File: config.mk
export PLATFORM = sky130hd
export DESIGN_NAME = top_decoder_3to8_flat
export DESIGN_NICKNAME = d
export VERILOG_FILES = /design/src/rtl/top_decoder_pkg.sv /design/src/rtl/top_decoder_if.sv /design/src/rtl/onehot_low_decoder.sv /design/src/rtl/top_decoder_3to8.sv /design/src/flat_wrapper.sv
export SDC_FILE = /design/constraint.sdc
export NUM_CORES = 1
export LEC_CHECK = 0
export ABC_CLOCK_PERIOD_IN_PS = 2140
export BUFFER_PORTS_ARGS = -buffer_cell sky130_fd_sc_hd__buf_2
export CORE_AREA = 5 5 42 44
export CTS_CLUSTER_DIAMETER = 60
export DETAILED_ROUTE_END_ITERATION = 7
export DIE_AREA = 0 0 47 49
export MAX_ROUTING_LAYER = met4
export PLACE_DENSITY = 0.47
export SLEW_MARGIN = 20
export SYNTH_ARGS = -nofsm -noshare
export SYNTH_HDL_FRONTEND = slang
export SYNTH_SLANG_ARGS = --single-unit
File: constraint.sdc
create_clock -name clk -period 2.14 [get_ports clk]
set_clock_uncertainty 0.1 [all_clocks]
set_input_delay 0.321 -clock clk [delete_from_list [all_inputs] [get_ports clk]]
set_output_delay 0.321 -clock clk [all_outputs]
set_load 0.02 [all_outputs]
File: src/rtl/top_decoder_pkg.sv
// Shared types and constants for the registered 3-to-8 LED decoder.
// The gate enable code mirrors the G1/G2A/G2B pins of a 74x138.
package top_decoder_pkg;

    localparam int SEL_W = 3;
    localparam int OUT_W = 8;

    localparam logic [2:0]       EN_ACTIVE   = 3'b100;
    localparam logic [OUT_W-1:0] LED_ALL_OFF = 8'hFF;

    typedef logic [SEL_W-1:0] sel_t;
    typedef logic [OUT_W-1:0] led_t;

endpackage

File: src/rtl/top_decoder_if.sv
// Switch/enable inputs and LED bank output of the decoder.
// The master drives the switches and watches the LEDs.
interface top_decoder_if;
    import top_decoder_pkg::*;

    logic [2:0] enable;
    sel_t       switch;
    led_t       led;

    modport master (
        output enable,
        output switch,
        input  led
    );

    modport slave (
        input  enable,
        input  switch,
        output led
    );

endinterface

File: src/rtl/onehot_low_decoder.sv
// Combinational select decoder producing an active-low one-hot vector.
// With en low every output bit stays high.
module onehot_low_decoder
    import top_decoder_pkg::*;
(
    input  sel_t sel_i,
    input  logic en_i,
    output led_t out_o
);

    always_comb begin
        out_o = LED_ALL_OFF;
        for (int i = 0; i < OUT_W; i++) begin
            if (en_i && (sel_i == sel_t'(i))) begin
                out_o[i] = 1'b0;
            end
        end
    end

endmodule

File: src/rtl/top_decoder_3to8.sv
// Registered 3-to-8 decoder with a 74x138-style gate and active-low LEDs.
// One cycle of latency; the LED bank is driven straight from flops.
module top_decoder_3to8
    import top_decoder_pkg::*;
(
    input  logic          clk,
    input  logic          rst,
    top_decoder_if.slave  bus
);

    logic gate_open;
    led_t led_d;
    led_t led_q;

    // Only the exact G1=1, G2A=0, G2B=0 combination opens the gate.
    assign gate_open = (bus.enable == EN_ACTIVE);

    onehot_low_decoder u_dec (
        .sel_i (bus.switch),
        .en_i  (gate_open),
        .out_o (led_d)
    );

    always_ff @(posedge clk) begin
        if (rst) begin
            led_q <= LED_ALL_OFF;
        end else begin
            led_q <= led_d;
        end
    end

    assign bus.led = led_q;

endmodule

File: src/flat_wrapper.sv
// flat-port wrapper written by rule: the top's interface ports become plain ports
module top_decoder_3to8_flat import top_decoder_pkg::*;
  (clk, rst, bus_enable, bus_switch, bus_led);
  top_decoder_if bus_i ();
  input  logic clk;
  input  logic rst;
  input wire logic [$bits(bus_i.enable)-1:0] bus_enable;
  input wire logic [$bits(bus_i.switch)-1:0] bus_switch;
  output wire logic [$bits(bus_i.led)-1:0] bus_led;
  assign bus_i.enable = bus_enable;
  assign bus_i.switch = bus_switch;
  assign bus_led = bus_i.led;
  top_decoder_3to8 u_core (.clk(clk), .rst(rst), .bus(bus_i));
endmodule
==> impl_metrics.tcl <==
set metrics [dict create \
    status "finished, final reports clean" \
    maxCapViolations 0 \
    grt_remaining_overflow 0 \
    synthesized_area_fraction_occupied_by_adder_cells_pct 0 \
    drtPass1Iterations 1 \
    report.final.hold_viol_count 0 \
    synthesis.yosys.warnings 0 \
    path_delay_family "flip-flops" \
    grt_start_max_net_pins 6 \
    fp.dieH_um 49 \
    antenna_found_initial 0 \
    total_count_of_max_transition_violations_in_the_final_report 0 \
    synth_area_um2 254.0 \
    yosysSeqAreaShare_pct 63.05 \
    grt_util_met2_pct 6.561 \
    areaGrowthSynthToFinish_pct 46.31 \
    first_global_vias 210 \
    cp_num_buf_inv 1 \
    num_vias 218 \
    placeableCoreArea_mm2 0.001401 \
    die_w_um 47 \
    cts_resized 0 \
    fillCellCount 165 \
    report.final.setup_viol 0 \
    worst_slew_pin_slew_ns 0.2838 \
    synth-simple-area-share_pct 36.95 \
    drive_gt1_share_pct 50.00 \
    grt_pass1_wl_um 828 \
    timing.final.crit_share_pct 52.55 \
    cts.root.buffer_cell "sky130_fd_sc_hd__clkbuf_4" \
    globalRouteMet3Util_pct 2.952 \
    p_per_area_mw_per_mm2 752.1 \
    critical_path_peak_fanout 1 \
    slowest_delay_ns 0.30 \
    drt-initial-drc-count 0 \
    path_category_of_the_worst_min_delay_check "in -> reg" \
    cts_inserted_buffers 3 \
    multiplexer_fraction_of_the_synthesized_cell_area_pct 0 \
    leakage_power_nw 0.1483 \
    grt-busiest-layer "met4" \
    start_util_pct 18.13 \
    worstSetupStartpointType "flip-flop" \
    flip_flop_count_of_the_largest_register_after_layout 8 \
    cts_sinks 8 \
    setup.worst_path.end_class "output port" \
    final_core_util_pct 26.52 \
    antenna_cells_inserted 0 \
    synthDominantAreaCellType "sky130_fd_sc_hd__dfxtp_1" \
    power.share.switching_pct 20.12 \
    cts_tree "done" \
    remaining_drc_errors 0 \
    crit_type "reg -> out" \
    h-tree-depth 1 \
    routed_via_density 3.893 \
    synthesis.instances 22 \
    power.sequential.fraction_pct 53.8 \
    globalRouteMet1Util_pct 5.310 \
    ioPinCount 16 \
    clock.fmax_mhz 889.2 \
    clockBufferDepth 2 \
    most-common-layout-cells "sky130_fd_sc_hd__buf_2, sky130_fd_sc_hd__dfxtp_1, sky130_fd_sc_hd__nand2_1, sky130_fd_sc_hd__clkbuf_4, sky130_fd_sc_hd__nand3_1" \
    synth_area_leaders "sky130_fd_sc_hd__dfxtp_1, sky130_fd_sc_hd__nor4b_4, sky130_fd_sc_hd__nand2_1" \
    post-synth-top-area-fraction_pct 63.05 \
    holdBufCountCts 0 \
    ir_worst_vdd_mv 0.2010 \
    final.min_clock_period_ns 1.125 \
    yosys.area_share.xor_xnor_pct 0 \
    ys_ff_latch 8 \
    gpl.final_weighted_congestion 0.7359 \
    combinational_family_with_the_most_area_after_synthesis "simple AND/OR/NAND/NOR gates" \
    postRouteWirelength_um 505 \
    per_cell_routed_wire_length_um 9.018 \
    p_sw_mw 0.05622 \
    mostFrequentLayoutCell "sky130_fd_sc_hd__buf_2" \
    p_comb_share_pct 7.0 \
    number_of_buffers_inserted_to_repair_setup_after_cts 0 \
    crit_path_cell_trace "buf_2" \
    synth_area_per_cell_um2 11.55 \
    place.port_buffers 15 \
    timing.slew.headroom_pct 81.04 \
    cp.required_ns 1.72 \
    clkSlewWorstSetupHoldPaths_ns 0.05 \
    synth_compound_area_share_pct 0 \
    clockPowerShare_pct 39.3 \
    antenna_violating_nets_post_route 0 \
    fin_setup_tns_ns 0 \
    grt_setup_unrepaired "false" \
    nets 50 \
    syn_nets 30 \
    cellInternalPower_mw 0.2233 \
    synthDistinctLibCells 9 \
    rows 14 \
    critical_path_arrival_ns 0.70 \
    worst_path_max_delay_cell "sky130_fd_sc_hd__dfxtp_1" \
    track_usage_pct 5.716 \
    fp.dieArea_mm2 0.002303 \
]
==> cell usage after synthesis <==
library cell               count
sky130_fd_sc_hd__nor2_1        1
sky130_fd_sc_hd__dfxtp_1       8
sky130_fd_sc_hd__nor3b_1       1
sky130_fd_sc_hd__nand2_1       6
sky130_fd_sc_hd__and3b_1       1
sky130_fd_sc_hd__nor3_1        1
sky130_fd_sc_hd__nor4b_4       1
sky130_fd_sc_hd__nand3_1       2
sky130_fd_sc_hd__and4bb_2      1
==> through the flow <==
step / cells / worst slack, ns / power, mW / area, µm² / hold slack [ns]
final: 56 / 1.015 / 0.2795 / 371.6 / 0.1882
after global routing: 56 / 0.9693 / 0.2972 / 371.6 / 0.1774
after CTS: 56 / 0.9956 / 0.2871 / 371.6 / 0.1768
after detailed placement: 53 / 1.014 / 0.1729 / 349.1 / 0.4420
after global placement: 53 / 1.041 / 0.1729 / 349.1 / 0.4402
after floorplan: 22 / 1.193 / 0.1609 / 254.0 / 0.2928
==> kinds of logic after synthesis <==
kind of cell,after synthesis
flops,8
simple gates,14
==> power groups by stage <==
| stage | combinational, mW | sequential (mW) | clock, mW |
|---|---|---|---|
| finish | 0.0195 | 0.150 | 0.110 |
| global route | 0.0216 | 0.150 | 0.126 |
| CTS | 0.0196 | 0.150 | 0.117 |
| detailed placement | 0.0196 | 0.153 | 0 |
| global placement | 0.0196 | 0.153 | 0 |
| floorplan | 0.00641 | 0.154 | 0 |
==> routing by layer <==
layer,part of all wire (%),up-vias,routed length [µm]
li1,-,112,-
met3,15,2,78
met1,38,91,192
met2,43,13,219
met5,0,-,0
met4,2.8,0,14
==> layout make-up <==
class                      instances  area [µm²]  share of cell area, %
clock buffer                       3       22.52                  6.061
multi-input combinational         14       93.84                  25.25
sequential                         8       160.2                  43.10
tap                               16       20.02                  5.387
timing repair buffer              15       75.07                  20.20
==> final timing paths <==
kind	start	to	slack, ns	cells past startpoint
worst min-delay path	bus_switch[2]	u_core.bus.led[4]$_SDFF_PP1_	0.19	2
worst max-delay path	u_core.bus.led[5]$_SDFF_PP1_	bus_led[5]	1.02	1
(Power assumes the default switching activity.)
